`config.mk`:
```
export PLATFORM = sky130hd
export DESIGN_NAME = rom_scan_ctrl
export DESIGN_NICKNAME = d
export VERILOG_FILES = /design/src/rtl/rom_test_pkg.sv /design/src/rtl/rom_sig_misr.sv /design/src/rtl/rom_scan_ctrl.sv
export SDC_FILE = /design/constraint.sdc
export NUM_CORES = 1
export LEC_CHECK = 0
export CAP_MARGIN = 20
export CORE_UTILIZATION = 43
export DETAILED_ROUTE_END_ITERATION = 12
export PLACE_DENSITY = 0.77
export SETUP_SLACK_MARGIN = 0.3
export SLEW_MARGIN = 10
export SYNTH_ARGS = -nofsm -noshare
export SYNTH_HDL_FRONTEND = slang
export SYNTH_SLANG_ARGS = --single-unit
export TNS_END_PERCENT = 50
```
`constraint.sdc`:
```
create_clock -name clk -period 2.03 [get_ports clk]
set_input_delay 0.406 -clock clk [delete_from_list [all_inputs] [get_ports clk]]
set_output_delay 0.406 -clock clk [all_outputs]
set_load 0.01 [all_outputs]
```
`src/rtl/rom_test_pkg.sv`:
```
// Shared types and the signature step for the ROM scan controller.
package rom_test_pkg;

    typedef enum logic [1:0] {
        IDLE = 2'd0,
        WAIT = 2'd1,
        FIN  = 2'd2
    } state_e;

    localparam int unsigned SIG_MAX_W = 32;

    // Rotate-left-by-1 within 'width' bits, then XOR the new word in.
    function automatic logic [SIG_MAX_W-1:0] sig_step(
        input logic [SIG_MAX_W-1:0] sig,
        input logic [SIG_MAX_W-1:0] word,
        input int unsigned          width
    );
        logic [SIG_MAX_W-1:0] mask;
        logic [SIG_MAX_W-1:0] rot;
        mask = (width >= SIG_MAX_W) ? '1 : ((SIG_MAX_W'(1) << width) - SIG_MAX_W'(1));
        rot  = ((sig << 1) | (sig >> (width - 1))) & mask;
        return rot ^ (word & mask);
    endfunction

endpackage

```
`src/rtl/rom_sig_misr.sv`:
```
// Scan signature register: synchronous clear, enabled rotate/XOR step.
module rom_sig_misr
    import rom_test_pkg::*;
#(
    parameter int DATA_W = 10
) (
    input  logic              clk,
    input  logic              rst_n,
    input  logic              clear,
    input  logic              enable,
    input  logic [DATA_W-1:0] data_in,
    output logic [DATA_W-1:0] sig
);

    logic [DATA_W-1:0] sig_q;
    logic [DATA_W-1:0] sig_d;

    always_comb begin
        sig_d = sig_q;
        if (clear) begin
            sig_d = '0;
        end else if (enable) begin
            sig_d = DATA_W'(sig_step(SIG_MAX_W'(sig_q), SIG_MAX_W'(data_in), DATA_W));
        end
    end

    always_ff @(posedge clk or negedge rst_n) begin
        if (!rst_n) begin
            sig_q <= '0;
        end else begin
            sig_q <= sig_d;
        end
    end

    assign sig = sig_q;

endmodule

```
`src/rtl/rom_scan_ctrl.sv`:
```
// ROM read/scan controller: single reads or address-incrementing scans over
// one selected ROM channel, with a fixed read latency and a scan signature.
module rom_scan_ctrl
    import rom_test_pkg::*;
#(
    parameter  int ADDR_W = 14,
    parameter  int DATA_W = 10,
    parameter  int N_ROM  = 3,
    parameter  int RD_LAT = 1,
    localparam int SEL_W  = (N_ROM > 1) ? $clog2(N_ROM) : 1
) (
    input  logic                    clk,
    input  logic                    rst_n,
    input  logic [ADDR_W-1:0]       cfg_addr,
    input  logic [ADDR_W-1:0]       cfg_len,
    input  logic [SEL_W-1:0]        cfg_sel,
    input  logic                    cmd_read,
    input  logic                    cmd_scan,
    input  logic                    cmd_abort,
    output logic                    busy,
    output logic                    done,
    output logic [DATA_W-1:0]       rd_data,
    output logic [DATA_W-1:0]       sig,
    output logic [ADDR_W-1:0]       rom_addr,
    input  logic [N_ROM*DATA_W-1:0] rom_data
);

    localparam logic [3:0] LAT_LAST = 4'(RD_LAT - 1);

    state_e            state_q, state_d;
    logic [ADDR_W-1:0] addr_q, addr_d;
    logic [ADDR_W-1:0] rem_q, rem_d;
    logic [3:0]        lat_q, lat_d;
    logic [SEL_W-1:0]  sel_q, sel_d;
    logic              scan_q, scan_d;
    logic [DATA_W-1:0] rd_q, rd_d;
    logic              misr_clear;
    logic              misr_en;
    logic [DATA_W-1:0] word;

    // Out-of-range channel selects read as zero.
    always_comb begin
        word = '0;
        for (int unsigned k = 0; k < N_ROM; k++) begin
            if (sel_q == SEL_W'(k)) begin
                word = rom_data[k*DATA_W +: DATA_W];
            end
        end
    end

    always_comb begin
        state_d    = state_q;
        addr_d     = addr_q;
        rem_d      = rem_q;
        lat_d      = lat_q;
        sel_d      = sel_q;
        scan_d     = scan_q;
        rd_d       = rd_q;
        misr_clear = 1'b0;
        misr_en    = 1'b0;
        case (state_q)
            IDLE: begin
                if (cmd_scan || cmd_read) begin
                    sel_d      = cfg_sel;
                    scan_d     = cmd_scan;
                    addr_d     = cfg_addr;
                    lat_d      = '0;
                    rem_d      = cmd_scan ? cfg_len : '0;
                    misr_clear = cmd_scan;
                    state_d    = WAIT;
                end
            end
            WAIT: begin
                if (cmd_abort) begin
                    state_d = IDLE;
                end else if (lat_q == LAT_LAST) begin
                    rd_d    = word;
                    misr_en = scan_q;
                    if (rem_q != '0) begin
                        addr_d = addr_q + 1'b1;
                        rem_d  = rem_q - 1'b1;
                        lat_d  = '0;
                    end else begin
                        state_d = FIN;
                    end
                end else begin
                    lat_d = lat_q + 4'd1;
                end
            end
            FIN: begin
                state_d = IDLE;
            end
            default: begin
                state_d = IDLE;
            end
        endcase
    end

    always_ff @(posedge clk or negedge rst_n) begin
        if (!rst_n) begin
            state_q <= IDLE;
            addr_q  <= '0;
            rem_q   <= '0;
            lat_q   <= '0;
            sel_q   <= '0;
            scan_q  <= 1'b0;
            rd_q    <= '0;
        end else begin
            state_q <= state_d;
            addr_q  <= addr_d;
            rem_q   <= rem_d;
            lat_q   <= lat_d;
            sel_q   <= sel_d;
            scan_q  <= scan_d;
            rd_q    <= rd_d;
        end
    end

    rom_sig_misr #(
        .DATA_W (DATA_W)
    ) u_misr (
        .clk     (clk),
        .rst_n   (rst_n),
        .clear   (misr_clear),
        .enable  (misr_en),
        .data_in (rd_d),
        .sig     (sig)
    );

    assign busy     = (state_q != IDLE);
    // An abort arriving in FIN suppresses the completion pulse.
    assign done     = (state_q == FIN) && !cmd_abort;
    assign rd_data  = rd_q;
    assign rom_addr = addr_q;

endmodule

```
Yosys cells after proc, flatten, opt, wreduce, memory -nomap -nowiden

Cells that the tools add are included.

Bits of input ports: 65
Output and inout port bits: 36
Word-level logic and storage cells: 72
Register bits: 57

Equal/unequal tests: 11
Reduce and logical (&&, ||, !) cells: 14
$add $sub $neg: 3
Multiplexer cells: 34
Bitwise operators: 2

Operators with widths:

| kind                                                 | count |
|---|---|
| two-way mux 14 bit                                   | 9 |
| two-way mux 10 bit                                   | 8 |
| one-hot mux 14 bit (2 select lines)                  | 2 |
| two-way mux 4 bit                                    | 4 |
| adder 14 x 1 -> 14 bit (second input constant)       | 1 |
| nonzero test 14 bit                                  | 1 |
| subtractor 14 x 1 -> 14 bit (second input constant)  | 1 |
| OR 10 x 1 -> 10 bit                                  | 1 |
| XOR 10 bit                                           | 1 |
| != test 3 bit (second input constant)                | 3 |
| two-way mux 2 bit                                    | 4 |
| != test 2 bit (second input constant)                | 4 |
| one-hot mux 4 bit (2 select lines)                   | 1 |
| nonzero test 2 bit                                   | 3 |
| two-way mux 1 bit                                    | 5 |
| AND reduction 5 bit                                  | 1 |
| adder 4 x 1 -> 4 bit (second input constant)         | 1 |
| equality test 2 x 1 -> 1 bit (second input constant) | 2 |
| equality test 2 bit (second input constant)          | 2 |
| logical NOT 2 bit                                    | 2 |
| logical NOT 4 bit                                    | 1 |
| one-hot mux 2 bit (2 select lines)                   | 1 |
| AND reduction 4 bit                                  | 1 |
| AND reduction 3 bit                                  | 1 |
| 4 further kinds                                      | 4 |

Depth between registers and ports, before layout

Gate-level depths: netlist of the first run.

Word-level depth: 10
Gate-level depth with buffers: 8
Mapped depth without buffers: 7

By module

A second synthesis of the first run with hierarchy kept.

Cells, all modules: 372
Area total of the unflattened synthesis: 3291.9 um^2

By module, submodules not included:

| module        | instances | area each (um^2) | sequential area each (um^2) | cells an instance |
|---|---|---|---|---|
| rom_scan_ctrl | 1         | 2773.9           | 1176.1                      | 329 |
| rom_sig_misr  | 1         | 518.0            | 250.2                       | 43 |

Worst setup path before layout of the first run

Ideal clock, no wire load.

Path type: reg-to-reg
Start: register rem_q[0]
End: register rem_q[11]
Arrival time: 1945 ps
Cell stages (with the launch flop): 9
Setup time: 127 ps
Path slack: -43 ps
Period minus slack after synthesis: 2073 ps
Required time: 1903 ps
Path buffers: 1
Cells stage by stage: dfrtp_1 > inv_1 > ha_1 > nor3b_1 > and3_1 > a21boi_2 > nor2_2 > buf_4 > o22ai_1

Word-level cells in the longest chain between the ends: 5
Elaborated cells on any way between the ends: 8
Those cells by class: add/sub: 1; eq/ne: 1; mux: 4; reduce/logical: 2

RTL lines:

| what                                | RTL line             | RTL |
|---|---|---|
| start, declared                     | rom_scan_ctrl.sv:32  | `logic [ADDR_W-1:0] rem_q, rem_d;` |
| start signal, assigned              | rom_scan_ctrl.sv:111 | `rem_q <= rem_d;` |
| subtractor 14 x 1 -> 14 bit         | rom_scan_ctrl.sv:81  | `rem_d = rem_q - 1'b1;` |
| two-way mux 14 bit                  | rom_scan_ctrl.sv:79  | `if (rem_q != '0) begin` |
| two-way mux 14 bit                  | rom_scan_ctrl.sv:76  | `end else if (lat_q == LAT_LAST) begin` |
| two-way mux 14 bit                  | rom_scan_ctrl.sv:74  | `if (cmd_abort) begin` |
| one-hot mux 14 bit (2 select lines) | rom_scan_ctrl.sv:61  | `case (state_q)` |

Several ways; a longest one is shown, not always the timed one. The select of a mux whose other input is x is not followed.
A chain may end at the register's enable or synchronous reset.

Worst setup path after layout of the first run

Start: register rem_q[10]
End: register addr_q[7] (netlist: rom_addr[7])

Word-level cells in the longest chain between the ends: 3

RTL lines:

| what                          | RTL line             | RTL |
|---|---|---|
| nonzero test 14 bit           | rom_scan_ctrl.sv:79  |  |
| != test 2 bit (no line)       | n/a                  |  |
| AND reduction 5 bit (no line) | n/a                  |  |
| end signal, assigned          | rom_scan_ctrl.sv:110 | `addr_q <= addr_d;` |
| end, declared                 | rom_scan_ctrl.sv:31  | `logic [ADDR_W-1:0] addr_q, addr_d;` |

No other way between the ends.

==> results.json, run 1 <==
{
  "synth_area_leaders": "dfrtp_1, a21oi_1, nor2_1",
  "syn_area_per_cell_um2": 8.71,
  "drc": 0,
  "p_leak_nw": 2.24,
  "num_vias": 3585,
  "synth_top_area_share_pct": 43.5,
  "ys_seq_elements": 57,
  "r2r_cells": 7,
  "num_io_pins": 101,
  "track_usage_pct": 26.7,
  "cpPeakStageDelay_ns": 0.41,
  "port_buffers": 100,
  "start_util_pct": 44.8,
  "area_growth_pct": 65.8,
  "synth.distinct_cells": 47,
  "timing.rr.end": "rom_addr[7]",
  "startpoint_type": "register",
  "cts_hold_buf": 0,
  "fmax_mhz": 534,
  "final-setup-viol-count": 0,
  "viasPerCell": 5.68,
  "ir_drop_v": 0.000746,
  "drt_wl_total_um": 10600,
  "clock_latency_ns": 0.34,
  "rows": 31,
  "outcome": "finished, final reports clean",
  "fin_worst_skew_ns": 0.00849,
  "grt_overflow_total": 0,
  "tritoncts": "built",
  "hpwlAfterDp_um": 6680,
  "cp_data_required_time_ns": 2.29,
  "grt_pass1_wl_um": 16200,
  "reg2reg_slack_ns": 0.16,
  "clock_sinks": 57,
  "netlist_instances": 377,
  "clk_pin_slew_ns": 0.07,
  "gp_congestion": 0.836,
  "finalHoldViolCount": 0,
  "utilization_pct": 74.2,
  "cap_violations": 0,
  "ys.flop_type": "dfrtp_1",
  "rsz0062_at_grt": "yes",
  "clock_path_buffers": 2,
  "slew_viol_final": 0,
  "die_y_um": 89.4,
  "synth_nets": 446,
  "drt-initial-drc-count": 222,
  "die_w_um": 89.4,
  "crit_cells": 7,
  "grt_pass1_vias": 3510,
  "layout_min_cycle_time_ns": 1.87,
  "seq_area_frac_synth_pct": 43.5,
  "antenna_found_initial": 0,
  "hp-class": "primary input to asynchronous set/reset pin",
  "cts_buffers": 9,
  "critPathTopFamily": "compound AO/OA/AOI/OAI gates",
  "endpoint_kind": "register",
  "critPathBufInv": 2,
  "power_mw": 7.66,
  "final_nets": 596,
  "synth_common_cells": "dfrtp_1, a21oi_1, nor2_1",
  "tightest_slew_ns": 0.544,
  "cts.htree.levels": 3,
  "synth_most_common_cell": "dfrtp_1",
  "fin_crit_sh_pct": 92.2,
  "grt_max_degree": 58,
  "critPathMaxFanout": 8,
  "cp.arrival_ns": 2.14,
  "synthesis.area_um2": 3280,
  "synth_top_area_cell": "dfrtp_1",
  "postRouteAntennaNets": 0,
  "synth_edf_count": 0,
  "async_flop_share_pct": 100,
  "die-area_um2": 7990,
  "power_density_nw_per_um2": 1410,
  "worstSetupPathType": "register to register",
  "cts-root-buf": "clkbuf_8",
  "dr.pass1.iters": 5,
  "maxSlewHeadroom_pct": 63.8,
  "drive_gt1_share_pct": 24.4,
  "ys_warn_count": 0,
  "crit_chain": "nor4_4 -> buf_4 -> nand2_1 -> o21ai_4 -> clkbuf_16 -> a21oi_2 -> o22ai_1",
  "wire_per_inst_um": 16.8,
  "r2r-start": "rem_q[10]",
  "critical_path.slowest_cell": "dfrtp_1",
  "core_area_um2": 7330,
  "num_antenna_cells": 0
}
## layout make-up
type                    instances  area [µm²]
clock buffers                   9         124
clock inverters                 7         141
fillers                       495        1890
inverters                      11        41.3
multi-input cells             283        1980
flip-flops and latches         57        1430
well taps                      99         124
repair buffers                165        1600
## repair_timing
item                                    4_1_cts  5_1_grt
buffers inserted                             27        8
gates resized for setup                      32       38
pin swaps                                    13       20
endpoints found under the setup margin       49       63
gates cloned                                  1        1
## report_power, final
part / internal, mW / switching (mW)
clock network: 0.941 / 0.486
logic: 2.20 / 1.83
registers: 1.63 / 0.566
total: 4.78 / 2.89
## registers in the layout, summed over array words and instances (netlist names)
register / count
rem_q: 14
rom_addr: 14
state_q: 2
rd_data: 10
lat_q: 4
u_misr.sig: 10
scan_q: 1
sel_q: 2
## how the worst max path moves through the flow
stage	startpoint	to	slack, ns
4_1_cts	rem_q[0]	rem_q[7]	0.21
5_1_grt	rem_q[6]	rem_q[11]	0.08
2_1_floorplan	state_q[1]	rom_addr[0]	0.23
3_5_place_dp	cmd_abort	done	-0.09
6_report	rem_q[10]	rom_addr[7]	0.16
3_3_place_gp	cmd_abort	done	-0.04
## metal layers
metal  vias up  part of all wire, %  global-route usage, %  wire length [µm]
met1      1714                   43                   34.2              4540
met3        20                  6.7                   4.43               709
met2       151                   48                   44.8              5140
met4         0                  2.0                   11.4               215
met5         -                    0                      0                 0
li1       1700                    -                      -                 -
## worst reg2reg max path, delay by kind of cell, from the launching register on
| family | cells | cell delay (ns) |
|---|---|---|
| buf+inv | 2 | 0.39 |
| compound gates | 3 | 0.55 |
| simple gates | 2 | 0.45 |
| flops | 1 | 0.41 |
## layout by cell type, fill, tap and decap left out, types with 5 or more instances in the layout
cell             instances
o22ai_1                  6
o21ai_1                 10
inv_1                    7
clkbuf_8                 9
a31oi_1                 16
o22a_1                   5
xnor2_1                  9
dfrtp_1                 53
o21ai_0                 14
nand3_1                 17
nor3_1                   9
a21oi_1                 44
buf_4                   48
mux2i_1                 11
nor2_1                  43
clkdlybuf4s50_1         96
a32o_1                   9
nand2_1                 18
buf_6                   11
## per-stage QoR
step | hold slack (ns) | area (µm²) | cells | setup TNS (ns) | setup WS (ns)
finish | 0.0480 | 5440 | 631 | 0 | 0.159
global route | 0.0805 | 5440 | 631 | 0 | 0.0771
CTS | 0.0687 | 5200 | 622 | 0 | 0.210
detailed placement | 0.432 | 4610 | 578 | -0.671 | -0.0900
global placement | 0.431 | 4610 | 578 | -0.246 | -0.0439
floorplan | 0.110 | 3350 | 377 | 0 | 0.229
## logic make-up (layout without fill, tap and decap cells)
| kind of cell | count (synthesis) | count (layout) | synth area share [%] |
|---|---|---|---|
| xor+xnor | 10 | 10 | 2.67 |
| mux | 11 | 11 | 3.36 |
| fa+ha+maj | 4 | 4 | 1.53 |
| simple gates | 119 | 119 | 17.5 |
| flops | 57 | 57 | 43.5 |
| buf+inv | 37 | 192 | 4.46 |
| compound gates | 139 | 139 | 27.0 |
(Power assumes the default switching activity.)
==> inputs of run 2 (changes only) <==
- PLACE_DENSITY: 0.77 -> 0.85
==> results.json, run 2 (synthesized netlist as in run 1, its figures left out) <==
{
  "tritoncts": "built",
  "clock_path_buffers": 2,
  "fin_crit_sh_pct": 97.0,
  "core_area_um2": 7330,
  "dr.pass1.iters": 5,
  "wire_per_inst_um": 18.4,
  "critical_path.slowest_cell": "or4_4",
  "die_w_um": 89.4,
  "drc": 0,
  "clock_sinks": 57,
  "num_vias": 3784,
  "crit_chain": "buf_4 -> or4_4 -> nor3_2 -> buf_4 -> a21oi_2 -> a21oi_1 -> o22ai_1",
  "num_antenna_cells": 0,
  "placed_area_um2": 4630,
  "die_y_um": 89.4,
  "finalHoldViolCount": 0,
  "maxSlewHeadroom_pct": 59.2,
  "utilization_pct": 74.3,
  "clock_latency_ns": 0.36,
  "viasPerCell": 6.01,
  "area_growth_pct": 66.0,
  "crit_cells": 7,
  "grt_pass1_vias": 3512,
  "gp_congestion": 0.841,
  "cts-root-buf": "clkbuf_8",
  "cp_common_cell": "buf_4",
  "hp-class": "primary input to asynchronous set/reset pin",
  "start_util_pct": 44.8,
  "timing.rr.end": "rem_q[11]",
  "p_leak_nw": 2.22,
  "final_area_um2": 5450,
  "rsz0062_at_grt": "yes",
  "ir_drop_v": 0.000700,
  "cts.htree.levels": 3,
  "critPathBufInv": 2,
  "num_io_pins": 101,
  "clk_pin_slew_ns": 0.08,
  "drive_gt1_share_pct": 26.7,
  "grt_overflow_total": 0,
  "startpoint_type": "register",
  "fin_worst_skew_ns": 0.0164,
  "cp.arrival_ns": 2.19,
  "port_buffers": 100,
  "fmax_mhz": 508,
  "power_density_nw_per_um2": 1390,
  "grt_max_degree": 54,
  "slew_viol_final": 0,
  "outcome": "finished, final reports clean",
  "critPathMaxFanout": 6,
  "hpwlAfterDp_um": 6730,
  "num-fill-cells": 466,
  "critPathTopFamily": "simple AND/OR/NAND/NOR gates",
  "r2r-start": "rem_q[0]",
  "die-area_um2": 7990,
  "layout_min_cycle_time_ns": 1.97,
  "reg2reg_slack_ns": 0.06,
  "worstSetupPathType": "register to register",
  "drt_wl_total_um": 11600,
  "layout_common_cells": "clkdlybuf4s50_1, dfrtp_1, buf_4",
  "power_mw": 7.57,
  "final_common_cell": "clkdlybuf4s50_1",
  "track_usage_pct": 27.6,
  "drt-initial-drc-count": 308,
  "grt_pass1_wl_um": 16700,
  "cts_hold_buf": 0,
  "cap_violations": 0,
  "cpPeakStageDelay_ns": 0.56,
  "cts_buffers": 9,
  "r2r_cells": 7,
  "endpoint_kind": "register",
  "antenna_found_initial": 0,
  "postRouteAntennaNets": 0,
  "final_nets": 595,
  "tightest_slew_ns": 0.610,
  "rows": 31,
  "final-setup-viol-count": 0,
  "endpoint": "rem_q[11]",
  "crit_start": "rem_q[0]",
  "cp_data_required_time_ns": 2.25
}
[run 2: changes by cell type in the layout (fill, tap and decap cells not counted), moves of 2 or more]
cell,before,now
a21oi_2,1,10
o21ai_1,10,8
dlygate4sd2_1,3,1
buf_4,48,46
nor3_4,2,0
clkbuf_8,9,11
bufinv_16,4,2
a21oi_1,44,35
nor4_2,0,2
nor3_2,1,3
o22ai_1,6,4
[run 2: stage by stage]
step,TNS [ns],worst slack [ns],hold slack (ns),cells
floorplan,0,0.229,0.110,377
global placement,-0.516,-0.0611,0.416,583
detailed placement,-1.42,-0.0974,0.420,583
CTS,0,0.191,0.0490,619
global route,0,0.0116,0.0724,630
finish,0,0.0614,0.0284,630
[run 2: timing repair]
item | in CTS | in global routing
gates cloned | 2 | 0
endpoints found under the setup margin | 51 | 70
resized for setup | 55 | 32
pin swaps | 14 | 22
setup buffers | 18 | 11
[run 2: power breakdown]
group | internal (mW) | switching (mW)
registers | 1.64 | 0.579
logic | 2.19 | 1.91
clock network | 0.753 | 0.502
[run 2: worst min-delay path by stage]
stage	from	end	cells past startpoint
floorplan	rst_n	lat_q[0]	0
global placement	rst_n	rd_data[1]	1
detailed placement	rst_n	rd_data[8]	1
CTS	rst_n	rd_data[8]	1
global route	rst_n	rd_data[1]	1
finish	rst_n	rd_data[8]	1
[run 2: metal layers]
layer / wire length [µm] / vias to the layer above / global-route usage, % / part of all wire (%)
li1: - / 1704 / - / -
met1: 4290 / 1787 / 32.5 / 37
met2: 5680 / 248 / 47.5 / 49
met3: 1150 / 45 / 5.63 / 9.9
met4: 453 / 0 / 14.1 / 3.9
met5: 0 / - / 0 / 0
[run 2: final cells by class]
cell class	count	area (µm²)	share of cell area (%)
Clock buffer	11	151	2.78
Clock inverter	5	77.6	1.42
Inverter	11	41.3	0.758
Multi-Input combinational cell	283	2020	37.1
Sequential cell	57	1430	26.3
Tap cell	99	124	2.27
Timing Repair Buffer	164	1600	29.4
